File: src/rtl/fifo_burst_pkg.sv
// fifo_burst_pkg: FSM state types shared by the FIFO burst tester.
package fifo_burst_pkg;
    typedef enum logic {W_IDLE, W_BURST} wr_state_t;
    typedef enum logic {R_IDLE, R_BURST} rd_state_t;
    localparam int CNT_W = 16;
endpackage

File: src/rtl/fifo_burst_tester_store.sv
// fifo_store_p: FIFO storage with extra-MSB pointers, occupancy and registered read port.
module fifo_store_p #(
    parameter int DATA_W = 8,
    parameter int DEPTH  = 16
) (
    input  logic                     clk,
    input  logic                     rst,
    input  logic                     wr_en_i,
    input  logic [DATA_W-1:0]        wr_data_i,
    input  logic                     rd_en_i,
    output logic [DATA_W-1:0]        dout_o,
    output logic                     dout_valid_o,
    output logic                     full_o,
    output logic                     empty_o,
    output logic [$clog2(DEPTH):0]   level_o
);
    localparam int AW = $clog2(DEPTH);
    logic [DATA_W-1:0] mem_q [DEPTH];
    logic [AW:0] wr_ptr_q, wr_ptr_d, rd_ptr_q, rd_ptr_d;
    logic [DATA_W-1:0] dout_q, dout_d;
    logic dout_valid_q;
    logic wr_acc, rd_acc;
    // Pointer MSB differs with equal low bits only when the FIFO holds DEPTH words.
    assign full_o   = (wr_ptr_q[AW] != rd_ptr_q[AW]) && (wr_ptr_q[AW-1:0] == rd_ptr_q[AW-1:0]);
    assign empty_o  = wr_ptr_q == rd_ptr_q;
    assign level_o  = wr_ptr_q - rd_ptr_q;
    assign wr_acc   = wr_en_i && !full_o;
    assign rd_acc   = rd_en_i && !empty_o;
    assign wr_ptr_d = wr_acc ? wr_ptr_q + 1'b1 : wr_ptr_q;
    assign rd_ptr_d = rd_acc ? rd_ptr_q + 1'b1 : rd_ptr_q;
    assign dout_d   = rd_acc ? mem_q[rd_ptr_q[AW-1:0]] : dout_q;
    assign dout_o       = dout_q;
    assign dout_valid_o = dout_valid_q;
    always_ff @(posedge clk) begin
        if (wr_acc) mem_q[wr_ptr_q[AW-1:0]] <= wr_data_i;
    end
    always_ff @(posedge clk) begin
        if (rst) begin
            wr_ptr_q     <= '0;
            rd_ptr_q     <= '0;
            dout_q       <= '0;
            dout_valid_q <= 1'b0;
        end else begin
            wr_ptr_q     <= wr_ptr_d;
            rd_ptr_q     <= rd_ptr_d;
            dout_q       <= dout_d;
            dout_valid_q <= rd_acc;
        end
    end
endmodule

File: src/rtl/fifo_burst_tester.sv
// fifo_burst_tester: burst writer, burst reader and in-order checker around fifo_store_p.
// Define FIFO_ALMOST_EN to add the almost_full/almost_empty outputs.
module fifo_burst_tester
    import fifo_burst_pkg::*;
#(
    parameter int DATA_W        = 8,
    parameter int DEPTH         = 16,
    parameter int BURST_LEN     = 8,
    parameter int ALMOST_MARGIN = 2
) (
    input  logic                   clk,
    input  logic                   rst,
    input  logic                   start_write,
    input  logic                   start_read,
    output logic [DATA_W-1:0]      dout,
    output logic                   dout_valid,
    output logic                   full,
    output logic                   empty,
    output logic [$clog2(DEPTH):0] level,
    output logic                   wr_busy,
    output logic                   rd_busy,
    output logic                   err
`ifdef FIFO_ALMOST_EN
    ,
    output logic                   almost_full,
    output logic                   almost_empty
`endif
);
    localparam int LW = $clog2(DEPTH) + 1;
    if (DEPTH < 2 || BURST_LEN < 1 || ALMOST_MARGIN >= DEPTH / 2) begin : g_bad_cfg
        $error("fifo_burst_tester: invalid parameters");
    end
    wr_state_t wr_state_q, wr_state_d;
    rd_state_t rd_state_q, rd_state_d;
    logic [CNT_W-1:0] wr_rem_q, wr_rem_d, rd_rem_q, rd_rem_d;
    logic [DATA_W-1:0] wr_data_q, wr_data_d, exp_q, exp_d;
    logic err_q, err_d;
    logic wr_en, rd_en;
    fifo_store_p #(.DATA_W(DATA_W), .DEPTH(DEPTH)) u_store (
        .clk          (clk),
        .rst          (rst),
        .wr_en_i      (wr_en),
        .wr_data_i    (wr_data_q),
        .rd_en_i      (rd_en),
        .dout_o       (dout),
        .dout_valid_o (dout_valid),
        .full_o       (full),
        .empty_o      (empty),
        .level_o      (level)
    );
    assign wr_busy = wr_state_q == W_BURST;
    assign rd_busy = rd_state_q == R_BURST;
    assign wr_en   = wr_busy && !full;
    assign rd_en   = rd_busy && !empty;
    assign err     = err_q;
    always_comb begin
        wr_state_d = wr_state_q;
        wr_rem_d   = wr_rem_q;
        wr_data_d  = wr_data_q;
        if (!wr_busy) begin
            if (start_write) begin
                wr_state_d = W_BURST;
                wr_rem_d   = CNT_W'(BURST_LEN);
            end
        end else if (wr_en) begin
            wr_data_d  = wr_data_q + 1'b1;
            wr_rem_d   = wr_rem_q - 1'b1;
            wr_state_d = wr_rem_q == 1 ? W_IDLE : W_BURST;
        end
    end
    always_comb begin
        rd_state_d = rd_state_q;
        rd_rem_d   = rd_rem_q;
        if (!rd_busy) begin
            if (start_read) begin
                rd_state_d = R_BURST;
                rd_rem_d   = CNT_W'(BURST_LEN);
            end
        end else if (rd_en) begin
            rd_rem_d   = rd_rem_q - 1'b1;
            rd_state_d = rd_rem_q == 1 ? R_IDLE : R_BURST;
        end
    end
    assign exp_d = dout_valid ? exp_q + 1'b1 : exp_q;
    assign err_d = err_q || (dout_valid && dout != exp_q);
    always_ff @(posedge clk) begin
        if (rst) begin
            wr_state_q <= W_IDLE;
            rd_state_q <= R_IDLE;
            wr_rem_q   <= '0;
            rd_rem_q   <= '0;
            wr_data_q  <= '0;
            exp_q      <= '0;
            err_q      <= 1'b0;
        end else begin
            wr_state_q <= wr_state_d;
            rd_state_q <= rd_state_d;
            wr_rem_q   <= wr_rem_d;
            rd_rem_q   <= rd_rem_d;
            wr_data_q  <= wr_data_d;
            exp_q      <= exp_d;
            err_q      <= err_d;
        end
    end
`ifdef FIFO_ALMOST_EN
    assign almost_full  = level >= LW'(DEPTH - ALMOST_MARGIN);
    assign almost_empty = level <= LW'(ALMOST_MARGIN);
`endif
endmodule

File: config.mk
export PLATFORM = sky130hd
export DESIGN_NAME = fifo_burst_tester
export DESIGN_NICKNAME = d
export VERILOG_FILES = /design/src/rtl/fifo_burst_pkg.sv /design/src/rtl/fifo_burst_tester_store.sv /design/src/rtl/fifo_burst_tester.sv
export SDC_FILE = /design/constraint.sdc
export NUM_CORES = 1
export LEC_CHECK = 0
export CORE_MARGIN = 5
export CORE_UTILIZATION = 50
export DETAILED_ROUTE_END_ITERATION = 10
export PLACE_DENSITY = 0.68
export SYNTH_ARGS = -nofsm -noshare
export SYNTH_HDL_FRONTEND = slang
export SYNTH_SLANG_ARGS = --single-unit
export TNS_END_PERCENT = 30
File: constraint.sdc
create_clock -name clk -period 5.2 [get_ports clk]
set_input_delay 1.56 -clock clk [delete_from_list [all_inputs] [get_ports clk]]
set_output_delay 1.56 -clock clk [all_outputs]
set_load 0.005 [all_outputs]
==> impl_metrics.tcl, run 1 <==
set metrics [dict create \
    worstHoldEndpoint "err" \
    grt_pass1_vias 5289 \
    syn_area_per_cell_um2 12.6 \
    clockBufferDepth 2 \
    path_clk_slew_ps 70 \
    path_max_fanout 5 \
    finalClockSkew_ps 6.94 \
    grt_pass1_wl_mm 28.8 \
    syn_inst 672 \
    grt_overflow 0 \
    htree_levels 4 \
    r2r_start "u_store.rd_ptr_q[3]" \
    synthFlopType "edfxtp_1" \
    pin_count 23 \
    period_share 0.804 \
    yosys_warnings 0 \
    r2r_slack_ps 1430 \
    grt_setup_unrepaired "no" \
    drive_above_1_share 0.0871 \
    r2r_cells 6 \
    hold_slack_ps 448 \
    ys_seq_area_frac 0.618 \
    holdBufCountCts 0 \
    wl_per_cell_um 19.3 \
    io_buffers 22 \
    vdd_drop_max_mv 0.264 \
    power.leakage_nw 3.02 \
    setup_viol 0 \
    n_fill_cell 1347 \
    area_delta_synth_final_pct 10.8 \
    hold_start "err" \
    worstPathArrival_ps 2620 \
    power.density_nw_per_um2 367 \
    syn-num-nets 692 \
    core-area_um2 16600 \
    final_cell_mix "edfxtp_1 (128), dfxtp_1 (69), nor2_1 (58), mux2i_1 (50), a21oi_1 (32)" \
    synth_area_leaders "edfxtp_1 (45%), dfxtp_1 (17%), mux2i_1 (5.9%)" \
    initial_core_util 0.510 \
    cp-end-kind "primary output" \
    ys_types 59 \
    post-cts-setup-buffers 0 \
    yosys.area.top_type "edfxtp_1" \
    dp.final_hpwl_mm 11.8 \
    drt_iter0_drc 459 \
    antenna_left 0 \
    slew_headroom 0.255 \
    grt_max_degree 51 \
    nets 707 \
    gp_congestion 0.901 \
    cts_sinks 198 \
    syn_area_um2 8490 \
    die_height_um 140 \
    ctsResizeCount 0 \
    start_kind "register" \
    via_per_inst 5.90 \
    critPathRequiredTime_ps 3640 \
    critPathKind "reg2out" \
    setup_tns_ps 0 \
    antenna_found_initial 0 \
    yosysTopAreaCellShare 0.453 \
    num_antenna_cells 0 \
    maxCapViolations 0 \
    dieWidth_um 140 \
    async_flop_share 0 \
    layout_commonest_cell "edfxtp_1" \
    drc 0 \
    fmax_ghz 0.239 \
    cts_root_buffer "clkbuf_16" \
    die_area_um2 19700 \
    hp-class "reg2reg" \
    fin_total_pwr_mw 3.45 \
    tightestPinTransition_ps 1110 \
    period_minus_slack_ps 4180 \
    wirelength_mm 17.8 \
    synth-seq-cells 198 \
    clkLatencyLatePin_ps 430 \
    hold_viol_final 0 \
    grt_usage 0.186 \
    drt-pass1-iter-count 5 \
    synth_edf_count 128 \
    routed-via-count 5424 \
    run_status "completed" \
    slew_viol_final 0 \
    cts_tree "yes" \
    cts_buffers 17 \
    min_path_cells 2 \
    r2r-end "u_store.mem_q[2][1]" \
    row_count 47 \
]
worst max-delay path, cell delays in order (launching register included):
cell,delay (ps)
dfxtp_1,440
inv_1,120
ha_1,230
fa_1,420
inv_1,80
a21o_1,100
a21oi_1,70
xnor2_1,190
clkdlybuf4s50_1,540
final cells by class:
| type | instances | area (um2) | share of cell area |
|---|---|---|---|
| Sequential cell | 198 | 5250 | 0.558 |
| Multi-Input combinational cell | 418 | 3010 | 0.320 |
| Clock buffer | 20 | 437 | 0.0464 |
| Timing Repair Buffer | 31 | 283 | 0.0300 |
| Tap cell | 220 | 275 | 0.0293 |
| Clock inverter | 12 | 80.1 | 0.00851 |
| Inverter | 21 | 78.8 | 0.00838 |
cells by family (layout without fill, tap and decap cells):
group                      Yosys count  after routing  synth area share
muxes                               59             59            0.0815
DFF                                198            198             0.618
adders and majority gates           16             16            0.0245
and+or+nand+nor                    172            172             0.107
xor gates and xnor gates            33             33            0.0340
buffers and inverters               56             84            0.0277
AOI/OAI and AO/OA                  138            138             0.108
metrics by stage:
step / cells / utilization / setup WS, ps / cell area (um2)
6_report: 920 / 0.565 / 1020 / 9410
5_1_grt: 920 / 0.565 / 889 / 9410
4_1_cts: 920 / 0.565 / 1020 / 9410
3_5_place_dp: 888 / 0.534 / 1490 / 8890
3_3_place_gp: 888 / 0.534 / 1560 / 8890
2_1_floorplan: 672 / - / 1580 / 8490
layer usage:
metal	share of wire	track usage
met1	0.45	0.259
met5	0	0
met4	0.012	0.0510
met2	0.49	0.299
met3	0.046	0.0361
sequential cells by signal, indices dropped and copies added, names as in the netlist, 5 cells and up:
register / cells
u_store.wr_ptr_q: 5
u_store.mem_q: 128
rd_rem_q: 16
u_store.rd_ptr_q: 5
wr_data_q: 8
wr_rem_q: 16
exp_q: 8
u_store.dout_o: 8
cell usage after synthesis, drive strengths merged, types with 4 or more instances:
cell and instances:
nand4 11, edfxtp 128, dfxtp 70, or3 12, nand2 19, clkbuf 21
o22ai 17, o211ai 6, a31o 4, buf 14, nand2b 5, a221oi 8
or4 15, nor4 5, a211oi 13, mux4 8, or2 5, ha 15
mux2i 50, a21o 4, a21oi 32, nor2 58, nor3 20, inv 20
xor2 13, o21ai 22, o2111ai 5, xnor2 20, o31ai 9
worst max path at each step:
stage	to	startpoint	cells past startpoint	slack, ps
after floorplan	empty	u_store.rd_ptr_q[1]	8	1580
after global placement	level[4]	u_store.wr_ptr_q[0]	8	1560
after detailed placement	u_store.mem_q[2][0]	u_store.rd_ptr_q[3]	6	1490
after CTS	level[4]	u_store.wr_ptr_q[0]	8	1020
after global routing	level[4]	u_store.wr_ptr_q[0]	8	890
final	level[4]	u_store.wr_ptr_q[0]	8	1020
power breakdown:
part | switching, mW | internal (mW) | total [mW]
Sequential | 0.0725 | 1.72 | 1.80
Clock | 0.555 | 0.609 | 1.16
Combinational | 0.272 | 0.216 | 0.489
Note: power is estimated with default switching activity, not from simulation.
==> run 2, diff against run 1 <==
Clock period 5.2 ns to 4.1 ns, I/O delays scaled along.
==> run 2 against run 1 <==
Register-to-register slack worse by 330 ps. Via count down 0.22%. Cell count up 0.33%. Non-clock buffer count up 3. Sequential cell count unchanged. Setup slack worse by 750 ps. Global-route usage about the same. Critical path type unchanged. Clock power up 48%. Core utilization up 0.72 points. Clock-buffer cell count up 3.
==> impl_metrics.tcl, run 2 (synthesis results as in run 1) <==
set metrics [dict create \
    run_status "completed" \
    power.leakage_nw 3.11 \
    hold_viol_final 0 \
    grt_setup_unrepaired "no" \
    core-area_um2 16600 \
    period_share 0.936 \
    ctsResizeCount 0 \
    fin_cells 923 \
    hp-class "reg2reg" \
    post-route-util 0.573 \
    area_delta_synth_final_pct 12.2 \
    worst_path_max_delay_cell "clkdlybuf4s50_1" \
    antenna_left 0 \
    path_clk_slew_ps 70 \
    grt_overflow 0 \
    grt_max_degree 51 \
    clkLatencyLatePin_ps 430 \
    setup_tns_ps 0 \
    final_cell_mix "edfxtp_1 (128), dfxtp_1 (69), nor2_1 (58), mux2i_1 (50), a21oi_1 (32)" \
    wl_per_cell_um 19.3 \
    worstPathArrival_ps 2610 \
    maxCapViolations 0 \
    n_fill_cell 1376 \
    path_max_fanout 5 \
    drive_above_1_share 0.0982 \
    dpl_cell_area_um2 8920 \
    cp-end-kind "primary output" \
    final_area_um2 9530 \
    grt_usage 0.186 \
    drc 0 \
    power.density_nw_per_um2 485 \
    row_count 47 \
    cts_sinks 198 \
    vdd_drop_max_mv 0.315 \
    dpl.cell_count 891 \
    critPathMostFrequentCell "inv_1" \
    dp.final_hpwl_mm 11.9 \
    routed-via-count 5412 \
    initial_core_util 0.510 \
    slowest_delay_ps 530 \
    cts_buffers 17 \
    setup_ws_ps 264 \
    drt-pass1-iter-count 5 \
    setup_viol 0 \
    num_antenna_cells 0 \
    period_minus_slack_ps 3840 \
    tightestPinTransition_ps 1100 \
    cts_root_buffer "clkbuf_16" \
    gp_congestion 0.832 \
    slew_headroom 0.269 \
    critPathKind "reg2out" \
    cp_cell_sequence "inv_1 > ha_1 > fa_1 > inv_1 > a21o_1 > a21oi_1 > xnor2_1 > clkdlybuf4s50_1" \
    drt_iter0_drc 325 \
    grt_pass1_vias 5436 \
    largest_reg_flops 128 \
    htree_levels 4 \
    antenna_found_initial 0 \
    clockBufferDepth 2 \
    nets 710 \
    die_area_um2 19700 \
    grt_pass1_wl_mm 28.7 \
    post-cts-setup-buffers 0 \
    io_buffers 22 \
    dieWidth_um 140 \
    die_height_um 140 \
    holdBufCountCts 0 \
    wirelength_mm 17.9 \
    pin_count 23 \
    r2r_slack_ps 1100 \
    start_kind "register" \
    dpl_worst_slack_ps 758 \
    critPathRequiredTime_ps 2870 \
    slew_viol_final 0 \
    cts_tree "yes" \
    fmax_ghz 0.261 \
    via_per_inst 5.86 \
    layout_commonest_cell "edfxtp_1" \
    finalClockSkew_ps 9.59 \
]
run 2: changes by cell type in the layout (fill, tap and decap cells not counted), sizes merged:
cell,delta
buf,+3
bufinv,+2
clkbuf,+3
clkinv,-2
clkinvlp,-5
inv,+2
run 2: power breakdown:
group	internal, mW	switching (mW)	total [mW]	leakage [nW]
clock network	0.998	0.718	1.72	0.309
logic	0.278	0.354	0.632	1.04
registers	2.19	0.0920	2.28	1.76
total	3.46	1.16	4.63	3.11
run 2: final timing paths:
kind                                           from              endpoint  cells after the start
worst min register to register                  err                   err                      2
worst min-delay path                            err                   err                      2
worst max register to register  u_store.rd_ptr_q[3]  u_store.mem_q[13][4]                      6
worst max-delay path            u_store.wr_ptr_q[0]              level[4]                      8
run 2: per-stage QoR:
stage / total power, mW / hold slack, ps
after global routing: 4.81 / 487
after detailed placement: 2.95 / 439
after CTS: 4.64 / 456
final: 4.63 / 448
after floorplan: 2.73 / 442
after global placement: 2.92 / 441
run 2: layout make-up:
class / count / area (um2) / area share
Clock inverter: 9 / 111 / 0.0117
Inverter: 21 / 78.8 / 0.00827
Multi-Input combinational cell: 418 / 3010 / 0.316
Tap cell: 220 / 275 / 0.0289
Timing Repair Buffer: 34 / 305 / 0.0320
Clock buffer: 23 / 503 / 0.0528
Sequential cell: 198 / 5250 / 0.550
run 2: layer usage:
| metal | part of all wire | vias to the layer above | track usage |
|---|---|---|---|
| met2 | 0.49 | 108 | 0.308 |
| li1 | - | 2598 | - |
| met4 | 0.020 | 0 | 0.0653 |
| met3 | 0.034 | 29 | 0.0310 |
| met5 | 0 | - | 0 |
| met1 | 0.46 | 2677 | 0.249 |
run 2: worst max-delay path, delay by kind of cell (launching register included):
kind	cells	cell delay [ps]
AO/OA/AOI/OAI	2	200
buffers and inverters	3	740
XOR/XNOR	1	180
adder cells (fa/ha/maj)	2	640
flip-flops	1	420
